### src/rtl/sync_fiford_outbuf.sv
`timescale 1ns/1ps
// Two-entry first-word-fall-through read buffer behind the FIFO RAM; credit-based read requests.
// Latency: ren_i to dvalid_o is 2 rclk; full throughput; rfifo_o drops when buffer plus in-flight reaches 2.
module sync_fiford_outbuf #(
  parameter int DW = 32
) (
  input  logic          rclk,
  input  logic          rst_n,
  input  logic          ren_i,
  input  logic [DW-1:0] rdata_i,
  output logic          rfifo_o,
  input  logic          flush_i,
  output logic [DW-1:0] dout_o,
  output logic          dvalid_o,
  input  logic          dready_i,
  output logic [1:0]    occ_o,
  output logic          ovf_o
);

  logic [DW-1:0] head;
  logic [DW-1:0] tail;
  logic [1:0]    occ;
  logic          inflight;
  logic          ovf;
  logic          pop;
  logic          push;
  logic [2:0]    credit;

  assign dout_o   = head;
  assign dvalid_o = (occ != 2'd0);
  assign occ_o    = occ;
  assign ovf_o    = ovf;

  assign pop  = dvalid_o & dready_i;
  assign push = inflight & ~flush_i;

  // Words already committed (buffered or in flight) minus the one leaving this cycle.
  assign credit  = {1'b0, occ} + {2'b00, inflight} - {2'b00, pop};
  assign rfifo_o = ~flush_i & (credit < 3'd2);

  always_ff @(posedge rclk or negedge rst_n) begin
    if (!rst_n) begin
      head     <= '0;
      tail     <= '0;
      occ      <= 2'd0;
      inflight <= 1'b0;
      ovf      <= 1'b0;
    end else begin
      inflight <= ren_i & ~flush_i;
      if (flush_i) begin
        occ <= 2'd0;
      end else begin
        unique case (occ)
          2'd0: begin
            if (push) begin
              head <= rdata_i;
              occ  <= 2'd1;
            end
          end
          2'd1: begin
            if (push && !pop) begin
              tail <= rdata_i;
              occ  <= 2'd2;
            end else if (push && pop) begin
              head <= rdata_i;
            end else if (pop) begin
              occ <= 2'd0;
            end
          end
          2'd2: begin
            // A word arriving while full is dropped; a consumer pop still advances.
            if (push) ovf <= 1'b1;
            if (pop) begin
              head <= tail;
              occ  <= 2'd1;
            end
          end
          default: occ <= 2'd0;
        endcase
      end
    end
  end

endmodule

### config.mk
export PLATFORM = sky130hd
export DESIGN_NAME = sync_fiford_outbuf
export DESIGN_NICKNAME = d
export VERILOG_FILES = /design/src/rtl/sync_fiford_outbuf.sv
export SDC_FILE = /design/constraint.sdc
export NUM_CORES = 1
export LEC_CHECK = 0
export ABC_AREA = 1
export CORE_UTILIZATION = 42
export CTS_CLUSTER_SIZE = 16
export DETAILED_ROUTE_END_ITERATION = 7
export DONT_BUFFER_PORTS = 1
export HOLD_SLACK_MARGIN = 0.12
export PLACE_DENSITY = 0.6
export SETUP_SLACK_MARGIN = 0.05
export SYNTH_ARGS = -nofsm -noshare
export SYNTH_HDL_FRONTEND = slang
export SYNTH_SLANG_ARGS = --single-unit
export TNS_END_PERCENT = 1
### constraint.sdc
create_clock -name rclk -period 5.2 [get_ports rclk]
set_clock_uncertainty 0.15 [all_clocks]
set_input_delay 1.04 -clock rclk [delete_from_list [all_inputs] [get_ports rclk]]
set_output_delay 1.04 -clock rclk [all_outputs]
set_load 0.02 [all_outputs]
Yosys cells after proc, flatten, opt, wreduce, memory -nomap -nowiden
Index checks and enable logic that the tools add are counted.

Bits in registers: 68. Bits of input ports: 37. Output and inout port bits: 37. Logic and storage cells: 45.

Add/sub/neg operators: 2. Order comparisons: 1. Eq/ne operators: 10. Mux-type cells: 12. Bitwise gates (word level): 5. Reductions and logical operators: 10.

Operators with widths (number): $mux 32 (4); $pmux 32 s3 (1); $mux 2 (6); $ne 2x2->1 const B (4); $ne 4x4->1 const B (2); $ne 3x3->1 const B (2); $pmux 2 s3 (1); $reduce_and 3->1 (2); $reduce_and 6->1 (1); $and 1x1->1 (4); $reduce_and 4->1 (1); $add 2x1->3 (1); $lt 3x2->1 const B (1); $reduce_bool 3->1 (1); $sub 3x1->3 (1); $eq 2x1->1 const B (1); $eq 2x2->1 const B (1); $logic_and 1x1->1 (2); $logic_not 2->1 (1); $reduce_bool 2->1 (1); $logic_not 1->1 (1); $not 1->1 (1).

Logic depth before layout (Yosys ltp)
Gate-level depths: netlist (run 1).

Depth in word-level cells: 7. Depth in mapped cells: 8. Mapped depth without buffers: 8.

Worst setup path before layout (run 1)
OpenSTA, ideal clock, no wires.

Kind: in2out. From: input dready_i. To: output rfifo_o. Arrival time: 2405 ps. Data required time: 4010 ps. Path slack: 1605 ps. Stages: 7. Path buffers: 0. Path through: inv_1 -> nor3_1 -> o21ai_0 -> fa_1 -> xnor2_1 -> nand2_1 -> nor2_1.

Longest elaborated chain between the ends: 4.

RTL lines: start, declared (line 15) `input logic dready_i,`; $and 1x1->1 (line 34) `assign pop = dvalid_o & dready_i;`; $sub 3x1->3 (line 38) `assign credit = {1'b0, occ} + {2'b00, inflight} - {2'b00, pop};`; $lt 3x2->1 (line 39) `assign rfifo_o = ~flush_i & (credit < 3'd2);`; $and 1x1->1 (line 39); end, declared (line 11) `output logic rfifo_o,`.

Every way passes these cells.

Worst setup path in the final report (run 1)
Ends and elaborated chain as after synthesis.

==> results of run 1 <==
## logic make-up after synthesis
kind of cell               count (synthesis)
AOI/OAI and AO/OA                         99
buffers and inverters                     61
DFF                                       68
adders and majority gates                  1
xor gates and xnor gates                   1
and+or+nand+nor                          126
## cells in the mapped netlist (all sizes together)
cell type	number	area [um^2]
nand3	3	15.0
buf	19	173
nor3	1	5.00
xnor2	1	8.76
fa	1	20.0
nand2	110	423
o21ai	65	359
dfrtp	68	1700
nand4	1	6.26
o21a	31	233
inv	41	154
a31o	1	8.76
clkbuf	1	3.75
nor2	11	46.3
a21oi	2	13.8
## critical path, cell delays in order
cell and delay, ns:
inv_1 0.06, nor3_1 0.31, o21ai_0 0.18, fa_1 0.42
xnor2_1 0.14, nand2_1 0.06, nor2_1 0.30
## state kept, by name, summed over array words and instances, names as in the netlist
register,flops
occ_o,2
ovf_o,1
inflight,1
tail,32
dout_o,32
## power by group through the flow
stage                     logic [mW]  clock network [mW]  registers [mW]
after detailed placement       0.339                   0            1.09
after floorplan                0.306                   0            1.05
after global placement         0.322                   0            1.08
after CTS                      0.338               0.443            1.08
after global routing           0.391               0.462            1.11
final                          0.331               0.429            1.07
## routing by layer
| metal | vias to the layer above | global-route usage, % | wire length, um |
|---|---|---|---|
| met1 | 1000 | 19.0 | 2760 |
| met2 | 64 | 24.4 | 2460 |
| met3 | 8 | 4.76 | 350 |
| met5 | - | 0 | 0 |
| li1 | 1114 | - | - |
| met4 | 0 | 7.48 | 85 |
## final timing paths
path	startpoint	endpoint	slack, ns	cells after the start
hold reg to reg	tail[31]$_DFFE_PN0P_	tail[31]$_DFFE_PN0P_	0.34	2
setup reg to reg	occ_o[0]$_DFFE_PN0P_	tail[25]$_DFFE_PN0P_	2.53	6
max in group asynchronous	rst_n	dout_o[24]$_DFFE_PN0P_	4.55	0
hold / removal	rst_n	tail[2]$_DFFE_PN0P_	0.25	0
min in group rclk	tail[31]$_DFFE_PN0P_	tail[31]$_DFFE_PN0P_	0.34	2
setup / recovery	dready_i	rfifo_o	1.50	7
## cell type report
| cell class | count | area, um^2 | share of cell area (%) |
|---|---|---|---|
| timing repair buffer | 1 | 7.51 | 0.226 |
| tap | 99 | 124 | 3.73 |
| multi-input combinational | 227 | 1140 | 34.3 |
| clock inverter | 3 | 46.3 | 1.39 |
| sequential | 68 | 1700 | 51.2 |
| inverter | 41 | 154 | 4.63 |
| clock buffer | 13 | 149 | 4.48 |
==> impl_metrics.tcl, run 1 <==
set metrics [dict create \
    core_um2 7290 \
    dpl.cell_count 436 \
    synthSimpleGateAreaFrac_pct 15.6 \
    dieHeight_um 88.9 \
    holdBufCountCts 0 \
    placed_area_um2 3130 \
    period_minus_slack_ns 3.70 \
    final_common_cell "nand2_1" \
    cts.sinks 68 \
    clkPwrFrac_pct 23.4 \
    grt_pass1_vias 1994 \
    crit_arrival_ns 2.51 \
    cts-root-buf "clkbuf_8" \
    nets 386 \
    viasPerCell 4.84 \
    grt_overflow_total 0 \
    drc 0 \
    layout_common_cells "nand2_1, dfrtp_1, inv_1, o21ai_1, o21a_1" \
    io_pins 74 \
    wl_per_cell_um 12.5 \
    syn-cell-area_um2 3170 \
    hp-class "input pin to asynchronous set/reset pin" \
    clock_latency_ns 0.33 \
    p_leak_nw 1.62 \
    post_cts_buffers 0 \
    synth-adder-area-share_pct 0.631 \
    vias 2186 \
    slew_headroom_pct 29.1 \
    synthCells 356 \
    num_rows 31 \
    startpoint_type "input pin" \
    swShare_pct 37.2 \
    critPathMaxFanout 5 \
    avgSynthCellArea_um2 8.91 \
    final_layout_size_suffix_gt1_share_pct 9.07 \
    synthToLayoutAreaGrowth_pct 4.74 \
    pwr-share-comb_pct 18.0 \
    rsz0062_at_grt "no" \
    antennaDiodeCount 0 \
    ys_seq_area_share_pct 53.7 \
    finalPower_mw 1.83 \
    initial_utilization_pct 43.5 \
    dr.first_iter.drc_count 99 \
    synth-compound-area-share_pct 19.4 \
    cp-end-kind "output port" \
    synthXorXnorAreaFrac_pct 0.276 \
    drt-total-wl_mm 5.65 \
    p_switching_mw 0.683 \
    clock_path_buffers 2 \
    grt_start_max_net_pins 69 \
    power_density_nw_per_um2 552 \
    slew_violations 0 \
    nFillCells 722 \
    internal-power_mw 1.15 \
    ir_drop_mv 0.245 \
    hold_violations 0 \
    synth_mux_area_share_pct 0 \
    synth-seq-cells 68 \
    numCtsBuffers 9 \
    finalInstanceArea_um2 3320 \
    grt_pass1_wl_mm 9.15 \
    stdcell_count 452 \
    yosysWarningCount 0 \
    status "finished clean" \
    max-cap-violations 0 \
    die_area_um2 7900 \
    setup_tns_ns 0 \
    die_w_um 88.9 \
    place_ws_ns 1.48 \
    syn_nets 394 \
    period_share_pct 71.1 \
    final_core_util_pct 45.5 \
    worstMarginPinSlew_ns 1.06 \
    fmax_ghz 0.271 \
    required_ns 4.01 \
    clkTransAtPathRegs_ns 0.08 \
    p_seq_share_pct 58.6 \
    antenna_found_initial 0 \
    cts_max_level 3 \
    io_buffer_count 0 \
    antenna_left 0 \
    place_congestion 0.689 \
    synth_top_family_by_area "compound AO/OA/AOI/OAI gates" \
    holdWs_ns 0.246 \
    drt_first_pass_iters 5 \
    cts_resized 0 \
    setup_ws_ns 1.50 \
    critPathKind "input pin to output port" \
    track_usage_pct 15.3 \
    yosysUniqueCellTypes 24 \
    tritoncts "built" \
    dp.final_hpwl_mm 3.54 \
    setup_violations 0 \
]
(Power assumes the default switching activity.)
==> run 2, diff against run 1 <==
--- a/config.mk
+++ b/config.mk
@@ -11,7 +11,7 @@
 export DETAILED_ROUTE_END_ITERATION = 7
 export DONT_BUFFER_PORTS = 1
 export HOLD_SLACK_MARGIN = 0.12
-export PLACE_DENSITY = 0.6
+export PLACE_DENSITY = 0.63
 export SETUP_SLACK_MARGIN = 0.05
 export SYNTH_ARGS = -nofsm -noshare
 export SYNTH_HDL_FRONTEND = slang
==> constraint.sdc (replaced) <==
create_clock -name rclk -period 3.2 [get_ports rclk]
set_clock_uncertainty 0.15 [all_clocks]
set_input_delay 0.64 -clock rclk [delete_from_list [all_inputs] [get_ports rclk]]
set_output_delay 0.64 -clock rclk [all_outputs]
set_load 0.02 [all_outputs]
==> impl_metrics.tcl, run 2 (same netlist as run 1, synthesis figures left out) <==
set metrics [dict create \
    status "finished clean" \
    swShare_pct 37.2 \
    ir_drop_mv 0.317 \
    drt-total-wl_mm 5.70 \
    clock_path_buffers 2 \
    drc 0 \
    nFillCells 731 \
    nets 390 \
    dp.final_hpwl_mm 3.56 \
    cp-end-kind "output port" \
    grt_pass1_wl_mm 9.35 \
    antenna_found_initial 0 \
    placed_area_um2 3150 \
    cts-root-buf "clkbuf_8" \
    cp_cell_sequence "nor2_2 > nor2_1 > nor2_1 > o21ai_0 > fa_1 > xnor2_1 > nand2_1 > nor2_2" \
    max_stage_delay_ns 0.49 \
    final_layout_size_suffix_gt1_share_pct 10.4 \
    layout_common_cells "nand2_1, dfrtp_1, inv_1, o21ai_1, o21a_1" \
    finalInstanceArea_um2 3380 \
    grt_overflow_total 0 \
    wl_per_cell_um 12.5 \
    internal-power_mw 1.87 \
    clkTransAtPathRegs_ns 0.06 \
    clock_latency_ns 0.33 \
    tritoncts "built" \
    critPathKind "flop to output port" \
    track_usage_pct 15.7 \
    power_density_nw_per_um2 882 \
    initial_utilization_pct 43.5 \
    numCtsBuffers 9 \
    cpMaxStageDelayCell "dfrtp_2" \
    num_rows 31 \
    seqCellArea_um2 1700 \
    viasPerCell 4.86 \
    cts.sinks 68 \
    io_buffer_count 0 \
    worstMarginPinSlew_ns 0.685 \
    clkPwrFrac_pct 22.3 \
    drt_first_pass_iters 4 \
    required_ns 2.41 \
    pwr-share-comb_pct 19.2 \
    place_congestion 0.782 \
    dieHeight_um 88.9 \
    holdWs_ns 0.220 \
    p_leak_nw 1.65 \
    p_seq_share_pct 58.5 \
    dr.first_iter.drc_count 118 \
    die_area_um2 7900 \
    period_share_pct 91.2 \
    rsz0062_at_grt "no" \
    p_switching_mw 1.11 \
    io_pins 74 \
    period_minus_slack_ns 2.92 \
    hp-class "input pin to flop" \
    hold_violations 0 \
    startpoint_type "flop" \
    antennaDiodeCount 0 \
    max-cap-violations 0 \
    multi_input_area_um2 1150 \
    setup_tns_ns 0 \
    grt_start_max_net_pins 69 \
    setup_violations 0 \
    antenna_left 0 \
    grt_pass1_vias 2037 \
    post_cts_buffers 0 \
    vias 2213 \
    crit_arrival_ns 2.13 \
    die_w_um 88.9 \
    core_um2 7290 \
    critPathMaxFanout 6 \
    synthToLayoutAreaGrowth_pct 6.71 \
    cts_max_level 3 \
    fmax_ghz 0.343 \
    slew_violations 0 \
    slew_headroom_pct 54.3 \
    final_common_cell "nand2_1" \
]
run 2: changes by cell type in the layout (fill, tap and decap cells not counted), sizes merged:
cell,change
clkinvlp,-1
dlygate4sd3,+1
buf,+3
run 2: worst paths after layout:
path | start | endpoint | slack [ns] | depth (start not counted)
setup / recovery | occ_o[0]$_DFFE_PN0P_ | rfifo_o | 0.28 | 8
hold / removal | flush_i | inflight$_DFF_PN0_ | 0.22 | 1
setup reg to reg | occ_o[0]$_DFFE_PN0P_ | dout_o[9]$_DFFE_PN0P_ | 1.27 | 6
hold reg to reg | tail[10]$_DFFE_PN0P_ | tail[10]$_DFFE_PN0P_ | 0.34 | 2
max in group asynchronous | rst_n | occ_o[0]$_DFFE_PN0P_ | 1.89 | 2
min in group asynchronous | rst_n | dout_o[30]$_DFFE_PN0P_ | 0.72 | 2
run 2: stage by stage:
stage | power [mW] | util, % | setup WS, ns | cells
after floorplan | 2.20 | - | 0.405 | 356
after global placement | 2.28 | 43.2 | 0.348 | 438
after detailed placement | 2.32 | 43.2 | 0.237 | 438
after CTS | 3.03 | 46.3 | 0.0800 | 455
after global routing | 3.22 | 46.4 | 0.0997 | 455
final | 2.98 | 46.4 | 0.282 | 455
run 2: final cells by class:
| class | instances | area share, % |
|---|---|---|
| flip-flops and latches | 68 | 50.3 |
| inverters | 41 | 4.55 |
| well taps | 99 | 3.66 |
| clock inverters | 2 | 1.04 |
| clock buffers | 13 | 4.40 |
| repair buffers | 5 | 2.14 |
| multi-input cells | 227 | 33.9 |
run 2: critical path: cells and delay by family (launching register included):
family | cells | cell delay, ns
flip-flops | 1 | 0.49
AND/OR/NAND/NOR | 5 | 0.65
AO/OA/AOI/OAI | 1 | 0.12
adder cells (fa/ha/maj) | 1 | 0.40
XOR/XNOR | 1 | 0.14
run 2: power by group through the flow:
| stage | Combinational (mW) | Sequential, mW | Clock (mW) |
|---|---|---|---|
| 3_3_place_gp | 0.532 | 1.75 | 0 |
| 4_1_cts | 0.581 | 1.75 | 0.698 |
| 2_1_floorplan | 0.496 | 1.70 | 0 |
| 5_1_grt | 0.685 | 1.80 | 0.726 |
| 6_report | 0.573 | 1.75 | 0.667 |
| 3_5_place_dp | 0.557 | 1.76 | 0 |
run 2: repair_timing:
item / CTS / global route
hold buffers: 2 / 0
setup endpoints to repair: 1 / 1
gates resized for setup: 1 / 2
endpoints found under the hold margin: 68 / 0
run 2: metal layers:
metal	share of wire, %	global-route usage [%]	vias up
met5	0	0	-
met4	1.2	5.72	0
met3	7.2	6.34	9
met2	45	26.4	77
met1	47	18.2	1001
li1	-	-	1126
==> run 3, diff against run 2 <==
--- a/config.mk
+++ b/config.mk
@@ -6,6 +6,7 @@
 export NUM_CORES = 1
 export LEC_CHECK = 0
 export ABC_AREA = 1
+export CORE_MARGIN = 2
 export CORE_UTILIZATION = 42
 export CTS_CLUSTER_SIZE = 16
 export DETAILED_ROUTE_END_ITERATION = 7
==> constraint.sdc (replaced) <==
create_clock -name rclk -period 2.4 [get_ports rclk]
set_clock_uncertainty 0.15 [all_clocks]
set_input_delay 0.48 -clock rclk [delete_from_list [all_inputs] [get_ports rclk]]
set_output_delay 0.48 -clock rclk [all_outputs]
set_load 0.02 [all_outputs]
==> impl_metrics.tcl, run 3 (same netlist as run 1, synthesis figures left out) <==
set metrics [dict create \
    hp-class "input pin to flop" \
    grt_pass1_wl_mm 10.2 \
    dp.final_hpwl_mm 3.57 \
    initial_utilization_pct 43.5 \
    wl_per_cell_um 12.6 \
    antenna_left 0 \
    rsz0062_at_grt "yes" \
    dr.first_iter.drc_count 114 \
    swShare_pct 37.7 \
    period_minus_slack_ns 2.52 \
    hold_violations 0 \
    setup_violations 1 \
    nets 394 \
    io_buffer_count 0 \
    io_pins 74 \
    grt_pass1_vias 2198 \
    cpMaxStageDelayCell "fa_2" \
    cts-root-buf "clkbuf_8" \
    holdWs_ns 0.147 \
    power_density_nw_per_um2 1170 \
    place_ws_ns -0.0106 \
    pwr-share-comb_pct 21.0 \
    ff2ff_path_depth 7 \
    required_ns 1.77 \
    p_seq_share_pct 56.7 \
    critPathKind "flop to output port" \
    wl_met2_mm 2.65 \
    cp_cell_sequence "nor2_4 > nor2_2 > nor2_1 > o21ai_1 > fa_2 > nand2_2 > nor2_4" \
    drt-total-wl_mm 5.80 \
    ir_drop_mv 0.465 \
    synthToLayoutAreaGrowth_pct 9.43 \
    clkPwrFrac_pct 22.3 \
    final_common_cell "nand2_1" \
    drc 0 \
    vias 2230 \
    max_stage_delay_ns 0.53 \
    worstHoldPathCells 2 \
    clock_path_buffers 2 \
    p_switching_mw 1.54 \
    track_usage_pct 15.2 \
    viasPerCell 4.86 \
    setup_tns_ns -0.124 \
    violations "negative setup slack" \
    fmax_ghz 0.396 \
    clock_latency_ns 0.33 \
    tritoncts "built" \
    p_leak_nw 1.69 \
    met3WireLength_um 325 \
    top_layer "met4" \
    setup_ws_ns -0.124 \
    final_layout_size_suffix_gt1_share_pct 13.1 \
    grt_overflow_total 0 \
    antenna_found_initial 0 \
    num_rows 31 \
    core_um2 7290 \
    startpoint_type "flop" \
    finalPower_mw 4.08 \
    max-cap-violations 0 \
    drt_first_pass_iters 4 \
    dpl.cell_count 439 \
    worstMarginPinSlew_ns 0.682 \
    stdcell_count 459 \
    slew_violations 0 \
    grt_start_max_net_pins 69 \
    cp-end-kind "output port" \
    period_share_pct 105 \
    clkTransAtPathRegs_ns 0.08 \
    numCtsBuffers 9 \
    cts_max_level 3 \
    cts.sinks 68 \
    crit_arrival_ns 1.89 \
    wl_met1_mm 2.77 \
    die_w_um 90.9 \
    place_congestion 0.844 \
    status "complete, but fails checks" \
    path_common_cell "nor2_4" \
    layout_common_cells "nand2_1, dfrtp_1, o21ai_1" \
    critPathMaxFanout 3 \
    dieHeight_um 90.9 \
    internal-power_mw 2.54 \
    antennaDiodeCount 0 \
    slew_headroom_pct 54.5 \
    die_area_um2 8260 \
]
[run 3: area by class of cell]
class                           instances  area [um^2]
Tap cell                               99          124
Sequential cell                        68         1700
Clock buffer                           10          138
Clock inverter                          5         52.6
Timing Repair Buffer                    9          120
Multi-Input combinational cell        227         1180
Fill cell                             717         3820
Inverter                               41          154
[run 3: path summary, 6_finish.rpt]
kind	endpoint	slack [ns]	startpoint
max in group asynchronous	occ_o[1]$_DFFE_PN0P_	1.24	rst_n
hold reg to reg	tail[28]$_DFFE_PN0P_	0.33	tail[28]$_DFFE_PN0P_
hold / removal	tail[3]$_DFFE_PN0P_	0.15	rdata_i[3]
setup / recovery	rfifo_o	-0.12	occ_o[0]$_DFFE_PN0P_
min in group asynchronous	dout_o[5]$_DFFE_PN0P_	0.51	rst_n
setup reg to reg	dout_o[2]$_DFFE_PN0P_	0.46	occ_o[0]$_DFFE_PN0P_
[run 3: power by group through the flow]
stage | Sequential [mW] | Combinational, mW | Clock [mW]
6_report | 2.31 | 0.856 | 0.910
3_5_place_dp | 2.33 | 0.788 | 0
4_1_cts | 2.32 | 0.869 | 0.947
3_3_place_gp | 2.31 | 0.755 | 0
5_1_grt | 2.37 | 1.00 | 0.986
2_1_floorplan | 2.27 | 0.667 | 0
[run 3: worst max-delay path: cells and delay by family (launching register included)]
kind            cells  cell delay, ns
simple gates        5            0.53
fa+ha+maj           1            0.53
flops               1            0.42
compound gates      1            0.08
[run 3: per-stage QoR]
stage / cell area, um^2 / utilization [%]
2_1_floorplan: 3180 / -
3_3_place_gp: 3180 / 43.7
3_5_place_dp: 3180 / 43.7
4_1_cts: 3470 / 47.6
5_1_grt: 3470 / 47.6
6_report: 3470 / 47.6
[run 3: routing by layer]
metal / track usage, % / vias up
met5: 0 / -
met4: 6.06 / 0
met3: 4.76 / 4
met2: 23.4 / 55
met1: 20.0 / 1037
li1: - / 1134
[run 3: what timing repair did]
| action | in CTS | in global routing |
|---|---|---|
| hold endpoints to repair | 69 | 0 |
| pin swaps | 4 | 1 |
| gates resized for setup | 8 | 0 |
| hold buffers | 4 | 0 |
| endpoints found under the setup margin | 1 | 1 |
| buffers inserted | 1 | 0 |
==> patch 1, RTL diff (settings of run 3) <==
The parameter `DW` goes from 32 to 40.
--- a/src/rtl/sync_fiford_outbuf.sv
+++ b/src/rtl/sync_fiford_outbuf.sv
@@ -4,3 +4,3 @@
 module sync_fiford_outbuf #(
-  parameter int DW = 32
+  parameter int DW = 40
 ) (
Interface: changed (resized dout_o and rdata_i); port bits go from 74 to 90. The function was not compared with the original's and may differ.
==> patch 1 against run 3 <==
  * Final cell count increased by 20%
  * Via count grew 23%
  * Routed wire length grew 22%
  * Sequential share of layout area shrank 0.60 points
  * Global-route usage down 0.15 points
  * Design area is 25% higher
  * Total power is 23% higher
  * Hold slack worse by 0.48 ns
  * Sequential cell count is 16 higher
  * The flow finishes with violations (hold timing, setup timing)
  * Count of clock-buffer cells in the layout rose by 1
  * Worst setup slack better by 0.0023 ns
  * Area after synthesis increased by 25%
==> patch 1: results (changes against run 3) <==
WL met3=506 um (+56%); P_leak=2.09 nW (+24%); ys async rst share=100% (unchanged); Placer Congestion=0.816 (-3.3%); Seq cells post-synth=84 (+24%); Final Worst Setup Slack=-0.122 ns (+0.00234 ns); hold_buf cts=5 (+1); Logic inverters=50 (+22%); M1 GR Usage=18.1% (-1.9 points); Post-Synth XOR/XNOR Area=0.221% (-0.056 points); Worst Hold Class=in -> async; Synth top cells by count=105 x nand2_1, 84 x dfrtp_1, 46 x inv_1; FILL cells=882 (+23%); multi-input logic portion of the cell area=35.5% (+1.5 points); Seq/Total Area, Yosys=52.9% (-0.72 points); violated checks=hold timing, setup timing; Worst slew margin=73.0% (+18 points); synth unique cells=25 (+4.2%); met2 usage=24.9% (+1.5 points); Final Hold Viols=84 (+84); Multi-input comb cells=275 (+21%); area post-placement=4050 um2 (+27%); share of post-route cells with drive strength above 1=21.8% (+8.8 points); Placement Setup Slack=-0.00791 ns (+0.00272 ns); WL met1=3120 um (+13%); fin. max-slew vios=0 (unchanged); largest net degree at the start of global routing=85 (+23%); Sw Ratio=38.2% (+0.47 points); final number of setup-violating endpoints=1 (unchanged); Clock-cell share=4.68% (-0.81 points); Residual DRC=0 (unchanged); Max VDD drop=501 uV (+7.7%); Sequential Area=2100 um2 (+23%); Post-DP HPWL=4710 um (+32%); via count=2736 (+23%); cell count after synthesis=433 (+22%); DR pass1 iterations=4 (unchanged); final-layout non-clock buffer area share=3.81% (+0.35 points); CLK BUF=11 (+1); average size of a mapped cell=9.17 um2 (+2.9%); power share of the combinational group=22.9% (+1.9 points); synth top area cells=dfrtp_1 53%, nand2_1 9.9%, o21ai_2 8.8%; Synthesized Nets=479 (+22%); status=finished with violations; TNS Setup=-0.122 ns (+0.00234 ns); Worst EP arrival=1.89 ns (about the same); met3 Resource Use GR=5.18% (+0.42 points); Signal buffers=15 (+6); final cell count without fillers=551 (+20%); CTS resizes=6 (-2); Crit path max-delay family=adder cells; first-pass GRT wire length=12400 um (+22%); overall global routing resource usage=15.0% (-0.15 points); Compound-Gate Fraction of Synth Area=21.4% (+2.0 points); drt total wl=7080 um (+22%); Cells after DPL=528 (+20%); Synth Area in Adders=0.504% (-0.13 points); hold slack final=-0.331 ns (-0.478 ns)
-- patch 1: changes by cell type after synthesis, sizes merged, moves of 9 or more --
cell	change
o21ai	+16
nand2	+12
dfrtp	+16
nor2	+12
inv	+9
a21oi	+14
-- patch 1: power by group through the flow --
stage / sequential (mW) / clock (mW) / combinational [mW]
2_1_floorplan: 2.79 / 0 / 0.962
3_3_place_gp: 2.86 / 0 / 1.08
3_5_place_dp: 2.88 / 0 / 1.12
4_1_cts: 2.86 / 1.06 / 1.16
5_1_grt: 2.93 / 1.11 / 1.34
6_report: 2.84 / 1.01 / 1.14
-- patch 1: path summary, 6_finish.rpt --
check	from	to	slack [ns]	depth (start not counted)
min reg2reg	tail[25]	tail[25]	0.34	2
max reg2reg	occ_o[0]	dout_o[24]	0.59	8
max in group asynchronous	rst_n	tail[20]	2.28	0
min in group rclk	rdata_i[37]	tail[37]	0.14	2
min	rst_n	dout_o[19]	-0.33	0
max	occ_o[0]	rfifo_o	-0.12	7
==> patch 2, RTL diff (flow settings as in run 3) <==
Without the edit above. Reset style: synchronous (`rst_n`), changed in one clocked block.
--- a/src/rtl/sync_fiford_outbuf.sv
+++ b/src/rtl/sync_fiford_outbuf.sv
@@ -40,3 +40,3 @@
 
-  always_ff @(posedge rclk or negedge rst_n) begin
+  always_ff @(posedge rclk) begin
     if (!rst_n) begin
Function: differs if rst_n is asserted again (counterexample within 4 cycles, from zero or initial values and one cycle with rst_n low); with rst_n held inactive, the same outputs for 4 cycles.
==> patch 2 against run 3 <==
  * The flow still finishes with violations (setup timing)
  * Die area increased by 5.0%
  * Count of clock-buffer cells in the layout rose by 2
  * Routed wire length rose by 48%
  * Final cell count grew 31%
  * Sequential cell count is the same
  * Design area increased by 4.8%
  * Area after synthesis up 5.2%
  * Worst setup slack improved by 0.042 ns
  * Register-to-register slack lost 0.06 ns
  * Critical endpoint unchanged
  * Largest cell class is now multi-input combinational cells
Power is not compared: it rests on default switching activity, and its combinational part moved more than twofold at a synthesized area within 25%.
==> patch 2: results (changes against run 3) <==
drt total wl=8570 um (+48%); Synthesized Nets=536 (+36%); WL met1=3760 um (+36%); first-pass GRT wire length=14400 um (+42%); synth unique cells=22 (-8.3%); min-delay src=rdata_i[31]; final number of setup-violating endpoints=1 (unchanged); hold_buf cts=3 (-1); Synth top cells by count=133 x nand2_1, 98 x nand3_1, 73 x nor2_1; Worst EP arrival=1.85 ns (-0.04 ns); overall global routing resource usage=21.1% (+5.9 points); met2 usage=33.9% (+10 points); Placer Congestion=0.792 (-6.1%); Wirelength per Cell=14.3 um (+13%); R2R Path Start=occ_o[0]; Layout Nets=530 (+35%); ys async rst share=0% (-100 points); Yosys top cell area share=40.8% (-13 points); WL met3=681 um (+110%); Synth Area in Adders=0.600% (-0.031 points); share of post-route cells with drive strength above 1=10.7% (-2.4 points); via count=3060 (+37%); Crit Path Max Fanout=6 (+3); met2 WL post-DR=4040 um (+52%); Worst slew margin=24.7% (-30 points); status=finished with violations; Final Worst Setup Slack=-0.0824 ns (+0.0420 ns); Design Power=2.19 mW; largest net degree at the start of global routing=39 (-43%); violated checks=setup timing; average size of a mapped cell=6.70 um2 (-25%)
==> patch 2: cell count changes after synthesis, moves of 17 or more <==
cell | before | now
a21oi_1 | 1 | 35
dfrtp_1 | 68 | 0
dfxtp_1 | 0 | 68
nand2_1 | 108 | 133
nand3_1 | 3 | 98
nor2_1 | 9 | 73
o21a_1 | 31 | 0
o21ai_0 | 18 | 1
o21ai_1 | 38 | 0
==> patch 2: cell type report <==
| class | instances | area, um2 |
|---|---|---|
| fillers | 776 | 4090 |
| multi-input cells | 354 | 1640 |
| flip-flops and latches | 68 | 1370 |
| repair buffers | 19 | 163 |
| clock buffers | 12 | 156 |
| inverters | 40 | 155 |
| well taps | 102 | 128 |
| clock inverters | 4 | 21.3 |
==> patch 2: final timing paths <==
check,cells past startpoint,end
worst max-delay path,8,rfifo_o
worst min-delay path,2,tail[31]
worst max register to register,9,dout_o[9]
worst min register to register,2,tail[9]
